## src/rtl/ace_snoop_resp_collector_if.sv

```systemverilog
// Snoop-collector signal bundle: control, per-master CR channel and combined response.
// The collector uses the slave modport; the snoop control FSM or a bench drives the master side.
interface ace_snoop_resp_collector_if #(
    parameter int NUM_MASTERS    = 8,
    parameter int CRRESP_BITSIZE = 5
);
    logic                                  snp_start;
    logic [NUM_MASTERS-1:0]                snp_mask;
    logic                                  snp_busy;
    logic [NUM_MASTERS-1:0]                CRVALID_in;
    logic [NUM_MASTERS*CRRESP_BITSIZE-1:0] CRRESP_in;
    logic [NUM_MASTERS-1:0]                CRREADY_out;
    logic                                  resp_valid;
    logic                                  resp_ready;
    logic [CRRESP_BITSIZE-1:0]             resp_combined;
    logic [NUM_MASTERS-1:0]                resp_data_mask;
    logic                                  resp_timeout;

    modport slave (
        input  snp_start, snp_mask, CRVALID_in, CRRESP_in, resp_ready,
        output snp_busy, CRREADY_out, resp_valid, resp_combined, resp_data_mask, resp_timeout
    );

    modport master (
        output snp_start, snp_mask, CRVALID_in, CRRESP_in, resp_ready,
        input  snp_busy, CRREADY_out, resp_valid, resp_combined, resp_data_mask, resp_timeout
    );
endinterface

```

## src/rtl/ace_snoop_resp_collector.sv

```systemverilog
// Collects CR-channel snoop responses from the snooped masters and hands one ORed
// response (with data mask and timeout flag) to the interconnect on a valid/ready port.
module ace_snoop_resp_collector #(
    parameter int NUM_MASTERS    = 8,
    parameter int CRRESP_BITSIZE = 5,
    parameter int TIMEOUT_CYCLES = 256
) (
    input logic                     ACLK,
    input logic                     ARESETn,
    ace_snoop_resp_collector_if.slave bus
);
    localparam int N  = NUM_MASTERS;
    localparam int W  = CRRESP_BITSIZE;
    localparam int TW = (TIMEOUT_CYCLES > 0) ? $clog2(TIMEOUT_CYCLES + 1) : 1;
    localparam logic [TW-1:0] TLAST = (TIMEOUT_CYCLES > 0) ? TW'(TIMEOUT_CYCLES - 1) : '0;

    typedef enum logic [1:0] {
        IDLE,
        COLLECT,
        RESPOND
    } state_t;

    state_t        state_q, state_d;
    logic [N-1:0]  pending_q, pending_d;
    logic [N-1:0]  dmask_q, dmask_d;
    logic [W-1:0]  accum_q, accum_d;
    logic [TW-1:0] tcnt_q, tcnt_d;
    logic          tflag_q, tflag_d;
    logic [N-1:0]  hs;
    logic [N-1:0]  left;
    logic [W-1:0]  hs_resp;

    always_comb begin
        state_d   = state_q;
        pending_d = pending_q;
        dmask_d   = dmask_q;
        accum_d   = accum_q;
        tcnt_d    = tcnt_q;
        tflag_d   = tflag_q;
        hs        = (state_q == COLLECT) ? (bus.CRVALID_in & pending_q) : '0;
        left      = pending_q & ~hs;
        hs_resp   = '0;
        for (int i = 0; i < N; i++) begin
            if (hs[i]) begin
                hs_resp = hs_resp | bus.CRRESP_in[i*W +: W];
            end
        end

        unique case (state_q)
            IDLE: begin
                if (bus.snp_start) begin
                    accum_d = '0;
                    dmask_d = '0;
                    tcnt_d  = '0;
                    tflag_d = 1'b0;
                    if (bus.snp_mask != '0) begin
                        pending_d = bus.snp_mask;
                        state_d   = COLLECT;
                    end else begin
                        state_d = RESPOND;
                    end
                end
            end
            COLLECT: begin
                pending_d = left;
                accum_d   = accum_q | hs_resp;
                tcnt_d    = tcnt_q + TW'(1);
                for (int i = 0; i < N; i++) begin
                    if (hs[i]) begin
                        dmask_d[i] = bus.CRRESP_in[i*W];
                    end
                end
                // Completion takes priority over a timeout landing on the same edge.
                if (left == '0) begin
                    state_d = RESPOND;
                end else if ((TIMEOUT_CYCLES != 0) && (tcnt_q == TLAST)) begin
                    state_d    = RESPOND;
                    tflag_d    = 1'b1;
                    accum_d[1] = 1'b1;
                    pending_d  = '0;
                end
            end
            RESPOND: begin
                if (bus.resp_ready) begin
                    state_d = IDLE;
                end
            end
            default: state_d = IDLE;
        endcase
    end

    always_ff @(posedge ACLK) begin
        if (!ARESETn) begin
            state_q   <= IDLE;
            pending_q <= '0;
            dmask_q   <= '0;
            accum_q   <= '0;
            tcnt_q    <= '0;
            tflag_q   <= 1'b0;
        end else begin
            state_q   <= state_d;
            pending_q <= pending_d;
            dmask_q   <= dmask_d;
            accum_q   <= accum_d;
            tcnt_q    <= tcnt_d;
            tflag_q   <= tflag_d;
        end
    end

    assign bus.snp_busy       = (state_q != IDLE);
    assign bus.CRREADY_out    = (state_q == COLLECT) ? pending_q : '0;
    assign bus.resp_valid     = (state_q == RESPOND);
    assign bus.resp_combined  = (state_q == RESPOND) ? accum_q : '0;
    assign bus.resp_data_mask = (state_q == RESPOND) ? dmask_q : '0;
    assign bus.resp_timeout   = (state_q == RESPOND) && tflag_q;
endmodule

```

## src/flat_wrapper.sv

```systemverilog
// flat-port wrapper written by rule: the top's interface ports become plain ports
module ace_snoop_resp_collector_flat 
#(
    parameter int NUM_MASTERS    = 8,
    parameter int CRRESP_BITSIZE = 5,
    parameter int TIMEOUT_CYCLES = 256
)
  (ACLK, ARESETn, bus_snp_start, bus_snp_mask, bus_CRVALID_in, bus_CRRESP_in, bus_resp_ready, bus_snp_busy, bus_CRREADY_out, bus_resp_valid, bus_resp_combined, bus_resp_data_mask, bus_resp_timeout);
  ace_snoop_resp_collector_if #(.NUM_MASTERS(NUM_MASTERS), .CRRESP_BITSIZE(CRRESP_BITSIZE)) bus_i ();
  input logic ACLK;
  input logic ARESETn;
  input wire logic [$bits(bus_i.snp_start)-1:0] bus_snp_start;
  input wire logic [$bits(bus_i.snp_mask)-1:0] bus_snp_mask;
  input wire logic [$bits(bus_i.CRVALID_in)-1:0] bus_CRVALID_in;
  input wire logic [$bits(bus_i.CRRESP_in)-1:0] bus_CRRESP_in;
  input wire logic [$bits(bus_i.resp_ready)-1:0] bus_resp_ready;
  output wire logic [$bits(bus_i.snp_busy)-1:0] bus_snp_busy;
  output wire logic [$bits(bus_i.CRREADY_out)-1:0] bus_CRREADY_out;
  output wire logic [$bits(bus_i.resp_valid)-1:0] bus_resp_valid;
  output wire logic [$bits(bus_i.resp_combined)-1:0] bus_resp_combined;
  output wire logic [$bits(bus_i.resp_data_mask)-1:0] bus_resp_data_mask;
  output wire logic [$bits(bus_i.resp_timeout)-1:0] bus_resp_timeout;
  assign bus_i.snp_start = bus_snp_start;
  assign bus_i.snp_mask = bus_snp_mask;
  assign bus_i.CRVALID_in = bus_CRVALID_in;
  assign bus_i.CRRESP_in = bus_CRRESP_in;
  assign bus_i.resp_ready = bus_resp_ready;
  assign bus_snp_busy = bus_i.snp_busy;
  assign bus_CRREADY_out = bus_i.CRREADY_out;
  assign bus_resp_valid = bus_i.resp_valid;
  assign bus_resp_combined = bus_i.resp_combined;
  assign bus_resp_data_mask = bus_i.resp_data_mask;
  assign bus_resp_timeout = bus_i.resp_timeout;
  ace_snoop_resp_collector #(.NUM_MASTERS(NUM_MASTERS), .CRRESP_BITSIZE(CRRESP_BITSIZE), .TIMEOUT_CYCLES(TIMEOUT_CYCLES)) u_core (.ACLK(ACLK), .ARESETn(ARESETn), .bus(bus_i));
endmodule
```

## config.mk

```make
export PLATFORM = sky130hd
export DESIGN_NAME = ace_snoop_resp_collector_flat
export DESIGN_NICKNAME = d
export VERILOG_FILES = /design/src/rtl/ace_snoop_resp_collector_if.sv /design/src/rtl/ace_snoop_resp_collector.sv /design/src/flat_wrapper.sv
export SDC_FILE = /design/constraint.sdc
export NUM_CORES = 1
export LEC_CHECK = 0
export ABC_CLOCK_PERIOD_IN_PS = 1800
export CORE_ASPECT_RATIO = 1.1
export CORE_MARGIN = 2
export CORE_UTILIZATION = 42
export CTS_CLUSTER_DIAMETER = 200
export DETAILED_ROUTE_END_ITERATION = 7
export PLACE_DENSITY = 0.83
export SLEW_MARGIN = 0
export SYNTH_ARGS = -nofsm -noshare
export SYNTH_HDL_FRONTEND = slang
export SYNTH_SLANG_ARGS = --single-unit
```

## constraint.sdc

```tcl
create_clock -name ACLK -period 1.8 [get_ports ACLK]
set_input_delay 0.45 -clock ACLK [delete_from_list [all_inputs] [get_ports ACLK]]
set_output_delay 0.45 -clock ACLK [all_outputs]
set_load 0.02 [all_outputs]
```

* After elaboration in Yosys (flattened, before gate mapping)
Index checks and enable logic that the tools add are counted.
** Word-level totals
- Output and inout bits :: 24
- RAM bits :: 0
- Memories kept :: 0
- Word-level logic and storage cells :: 103
- Bits of input ports :: 60
- Bits in registers :: 33
- Bits in latches :: 0
- Bits in read-only memories :: 0
** Cells by class
- $add $sub $neg :: 1
- Div/mod/pow operators :: 0
- Eq/ne operators :: 17
- $mul :: 0
- $lt $le $gt $ge :: 0
- Shift operators :: 0
- Muxes and demuxes :: 43
- Bitwise logic cells :: 11
- Reduce and logical (&&, ||, !) cells :: 18
** Operators with widths (count)
- $mux W8 :: 8
- $mux W5 :: 10
- $or A5 B5 Y5 :: 8
- $pmux W8 S2 :: 2
- $reduce_and A3 Y1 :: 10
- $ne A2 B1 Y1 const B :: 9
- $pmux W9 S2 :: 1
- $and A8 B8 Y8 :: 2
- $mux W1 :: 13
- $mux W2 :: 5
- $pmux W5 S2 :: 1
- $add A9 B1 Y9 const B :: 1
- $eq A9 B8 Y1 const B :: 1
- $mux W9 :: 1
- $logic_not A8 Y1 :: 1
- $ne A2 B2 Y1 const B :: 4
- $not A8 Y8 :: 1
- $reduce_bool A8 Y1 :: 1
- $pmux W2 S3 :: 1
- $reduce_and A4 Y1 :: 1
- $reduce_bool A2 Y1 :: 2
- $ne A3 B3 Y1 const B :: 1
- $eq A2 B1 Y1 const B :: 1
- $eq A2 B2 Y1 const B :: 1
- 4 further kinds :: 4

* Logic depth before layout (Yosys ltp)
- Depth in word-level cells :: 21
- Mapped depth :: 7
- Depth with buffers taken out :: 7

* Worst setup path before layout
Ideal clock, no wire load.
- Path kind :: flip-flop to output port
- Start :: register u_core.state_q[1]
- End :: output bus_resp_combined[0]
- Slack :: -145 ps
- Buffers on the path :: 3
- Arrival time :: 1495 ps
- Data required time :: 1350 ps
- Stages on the path, launching flop included :: 6
- Cell sequence :: dfxtp_1 > buf_4 > buf_2 > nor2b_1 > clkbuf_1 > and2_1
** Between the ends
- Longest elaborated chain between the ends :: 2
** Ends and longest elaborated chain
- start: declaration :: RTL line ace_snoop_resp_collector.sv:23 : state_t state_q, state_d;
- start signal: assignment :: RTL line ace_snoop_resp_collector.sv:101 : state_q <= state_d;
- $eq A2 B2 Y1
- named net bus_resp_valid :: RTL line flat_wrapper.sv:19 : output wire logic [$bits(bus_i.resp_valid)-1:0] bus_resp_valid;
- $mux W5 :: RTL line ace_snoop_resp_collector.sv:113 : assign bus.resp_combined = (state_q == RESPOND) ? accum_q : '0;
- end: declaration :: RTL line flat_wrapper.sv:20 : output wire logic [$bits(bus_i.resp_combined)-1:0] bus_resp_combined;
The timed path passes the listed nets, and every way through them passes these cells.

* Worst setup path in the final report
- Start :: input bus_snp_mask[6]
- End :: register u_core.pending_q[6]
** Between the ends
- Longest elaborated chain between the ends :: 3
- Elaborated cells on any way between the ends :: 6
- Classes of those cells :: 1 x eq/ne; 3 x mux; 2 x reduce/logical
** Ends and longest elaborated chain
- start: declaration :: RTL line flat_wrapper.sv:13 : input wire logic [$bits(bus_i.snp_mask)-1:0] bus_snp_mask;
- $reduce_bool A8 Y1 or $mux W8 (tied branches) :: RTL line ace_snoop_resp_collector.sv:56 : if (bus.snp_mask != '0) begin
- $ne A2 B1 Y1 (no line) or $mux W8 (tied branches)
- $reduce_and A3 Y1 (no line) or $pmux W8 S2 (tied branches)
- end signal: assignment :: RTL line ace_snoop_resp_collector.sv:102 : pending_q <= pending_d;
- end: declaration :: RTL line ace_snoop_resp_collector.sv:24 : logic [N-1:0] pending_q, pending_d;
Parallel ways exist; a longest one is shown, timed or not. The select of a mux whose other input is x is not followed.
A chain may end at the register's enable or synchronous reset.

==> metrics <==
outcome finished clean; Synth Register Bits 33; total core area ~4300 um^2; hold-fix buffers at CTS 0; top-area cell type share of the netlist area approximately 35%; met2 Resource Use GR about 53%; Die Y between 70 and 80 um; critical path launch point type primary input; io pins 84; Slew headroom about three quarters; Num CTS Buffers 5; area grow syn2layout 65.7%; gp weighted congestion around 0.86; sequential area share after synthesis 34.6%; DP Area approximately 3100 um^2; CTS tree done; global-route layer with the greatest usage met2; Logic pwr share 28.5%; CTS sink cnt 33; vias per cell 5.78; placed insts between 400 and 500; gr usage total between 30% and 40%; final count of hold timing violations 0; Setup Crit Path Kind primary input to register; top cells by area, synth dfxtp_1 (35%), a22oi_1 (9.0%), and2_1 (8.2%), nand2_1 (5.5%), a21oi_1 (5.0%); first-pass GRT wire length 11.2 mm; power after layout between 0.0015 and 0.002 W; Required @ worst endpoint around 2.0 ns; fillcell total around 330; clk_lat worst skew between 0.2 and 0.3 ns; Seq. cell area ~670 um^2; Least-Margin Pin Slew 0.359 ns; Final Setup Violations 0; DRC 0; clock period minus worst slack approximately 1.8 ns; synth warn 0; CP Max Fanout 8; Sw Ratio around 28%; Clock Tree Buf Depth 2; Post-Syn Nets about 300; Clock Pin Slew Worst Setup and Hold Paths ~0.07 ns; GRT met1 Usage 32.7%; internal power ~0.0014 W; Reg power frac 41.7%; final WL between 7 and 8 mm; Starting DRT DRC Count a little over 200; starting density of the core roughly 44%; vias in the first global route 2,390; met3 GRT Util 8.67%; full die area between 5000 and 6000 um^2; NetSw approximately 0.00052 W; clock power share 29.8%; Lkg Pwr 1.35 nW; Layout Nets between 400 and 500; WL/cell between 15 and 20 um; number of H-tree levels 2; Die X-Extent around 70 um; Root Buffer clkbuf_8; WP data arrival just under 2 ns; cell taking the most area after synthesis dfxtp_1; post-synthesis area per instance between 7 and 8 um^2; global route overflow 0; Vias 2,386; max-cap check violation count 0; remaining antenna violation count after routing 0; largest net degree at the start of global routing 12; post-route insts no fill 413; Final WS setup 0.0239 ns; fmax 563 MHz; PortBufs 83; max-slew violations 0; layout cells sized above 1 27.6%; ant diodes 0; crit share post-route 98.7%; synthesized instance count approximately 240; Syn Std Cell Area approximately 1900 um^2; VDD IR max about 0.00048 V; DP HPWL 5.24 mm; Hold Path Class register to register; CP endpoint kind register; PD cells between 500 and 600 nW/um^2; skew final 0.00433 ns; Netlist cell types 39; initial antenna violation count 0; First-pass DRT Iterations 5; area occupied by multi-input gates 1240 um^2; num rows 25; dpl ws -0.397 ns; fin area approximately 3200 um^2
what timing repair did:
item,in CTS,in global routing
pin swaps,3,9
gates cloned,1,1
setup endpoints to repair,32,27
buffers inserted,1,0
resized for setup,95,35
through the flow:
stage / TNS, ns / hold WS, ns / util [%]
global route: -0.0293 / 0.512 / 72.8
floorplan: 0 / 0.454 / -
global placement: -5.81 / 0.463 / 70.4
detailed placement: -7.41 / 0.469 / 70.4
finish: 0 / 0.482 / 72.8
CTS: 0 / 0.482 / 72.0
sequential cells by signal (all words and copies together) (netlist names):
register and flops:
u_core.accum_q 5, u_core.tflag_q 1, u_core.dmask_q 8, u_core.pending_q 8
u_core.state_q 2, u_core.tcnt_q 9
layer usage:
| metal | share of wire [%] | vias to the layer above |
|---|---|---|
| met4 | 2.7 | 0 |
| met1 | 37 | 1124 |
| met2 | 50 | 119 |
| li1 | - | 1122 |
| met5 | 0 | - |
| met3 | 9.5 | 21 |
placed cells by master, fill, tap and decap left out, drive strengths merged, types with 4 or more instances in the layout:
master and n:
buf 71, clkdlybuf4s50 52, dfxtp 33, nand2 28, and2 25, a22oi 23, a21oi 19, nor2b 11
nor2 9, nand3b 9, and4b 8, o22ai 8, clkbuf 7, dlymetal6s2s 6, o21ai 6, nor3 4
a222oi 4, o21a 4, nor4 4
kinds of logic (layout without fill, tap and decap cells):
kind of cell / count (synthesis) / count (layout) / share of synthesized area, %
AOI/OAI and AO/OA: 69 / 69 / 24.1
adders and majority gates: 2 / 2 / 1.31
buffers and inverters: 21 / 141 / 5.11
DFF: 33 / 33 / 34.6
muxes: 1 / 1 / 0.590
and+or+nand+nor: 113 / 113 / 34.3
final timing paths:
| kind | from | to | slack, ns | cells past startpoint |
|---|---|---|---|---|
| max reg2reg | u_core.state_q[1] | u_core.accum_q[1] | 0.11 | 6 |
| max | bus_snp_mask[6] | u_core.pending_q[6] | 0.02 | 5 |
| min | u_core.dmask_q[6] | u_core.dmask_q[6] | 0.48 | 2 |
| min reg2reg | u_core.dmask_q[6] | u_core.dmask_q[6] | 0.48 | 2 |
layout make-up:
class,instances,area share (%)
clock buffers,7,2.73
inverters,3,0.356
multi-input cells,185,39.1
flip-flops and latches,33,21.1
well taps,54,2.14
repair buffers,131,34.6
cell usage after synthesis:
cell type,n
buf_6,1
or2_1,1
o22ai_1,8
clkbuf_2,1
o21bai_1,1
buf_1,2
nand2b_1,1
dfxtp_1,33
clkbuf_1,10
and4_1,1
or4_1,2
nand3b_1,9
mux2_2,1
nor2_1,9
o21ai_2,1
o31a_1,1
and4b_1,8
a22oi_1,23
nor4_1,4
o21ai_0,5
or3b_1,1
a21oi_1,19
inv_1,3
o21a_1,4
and3_1,3
nand3_1,3
a211o_1,1
nor3_1,4
nor2b_1,11
or2_2,1
ha_1,2
a222oi_1,4
a21o_1,1
and2_1,25
buf_2,2
nand2_1,28
a31oi_1,1
buf_4,2
nand4_1,2
power groups by stage:
stage / Sequential, W / Combinational [W] / Clock, W
final: 0.000789 / 0.000539 / 0.000563
after global routing: 0.000793 / 0.000575 / 0.000611
after CTS: 0.000784 / 0.000503 / 0.000581
after detailed placement: 0.000797 / 0.000492 / 0
after global placement: 0.000796 / 0.000484 / 0
after floorplan: 0.000790 / 0.000205 / 0
critical path, stage by stage:
cell and delay, ns:
clkdlybuf4s50_1 0.45, or4_4 0.46, o21ai_4 0.31, a22oi_1 0.13, o22ai_1 0.16
Power figures use the tool's default switching activity.
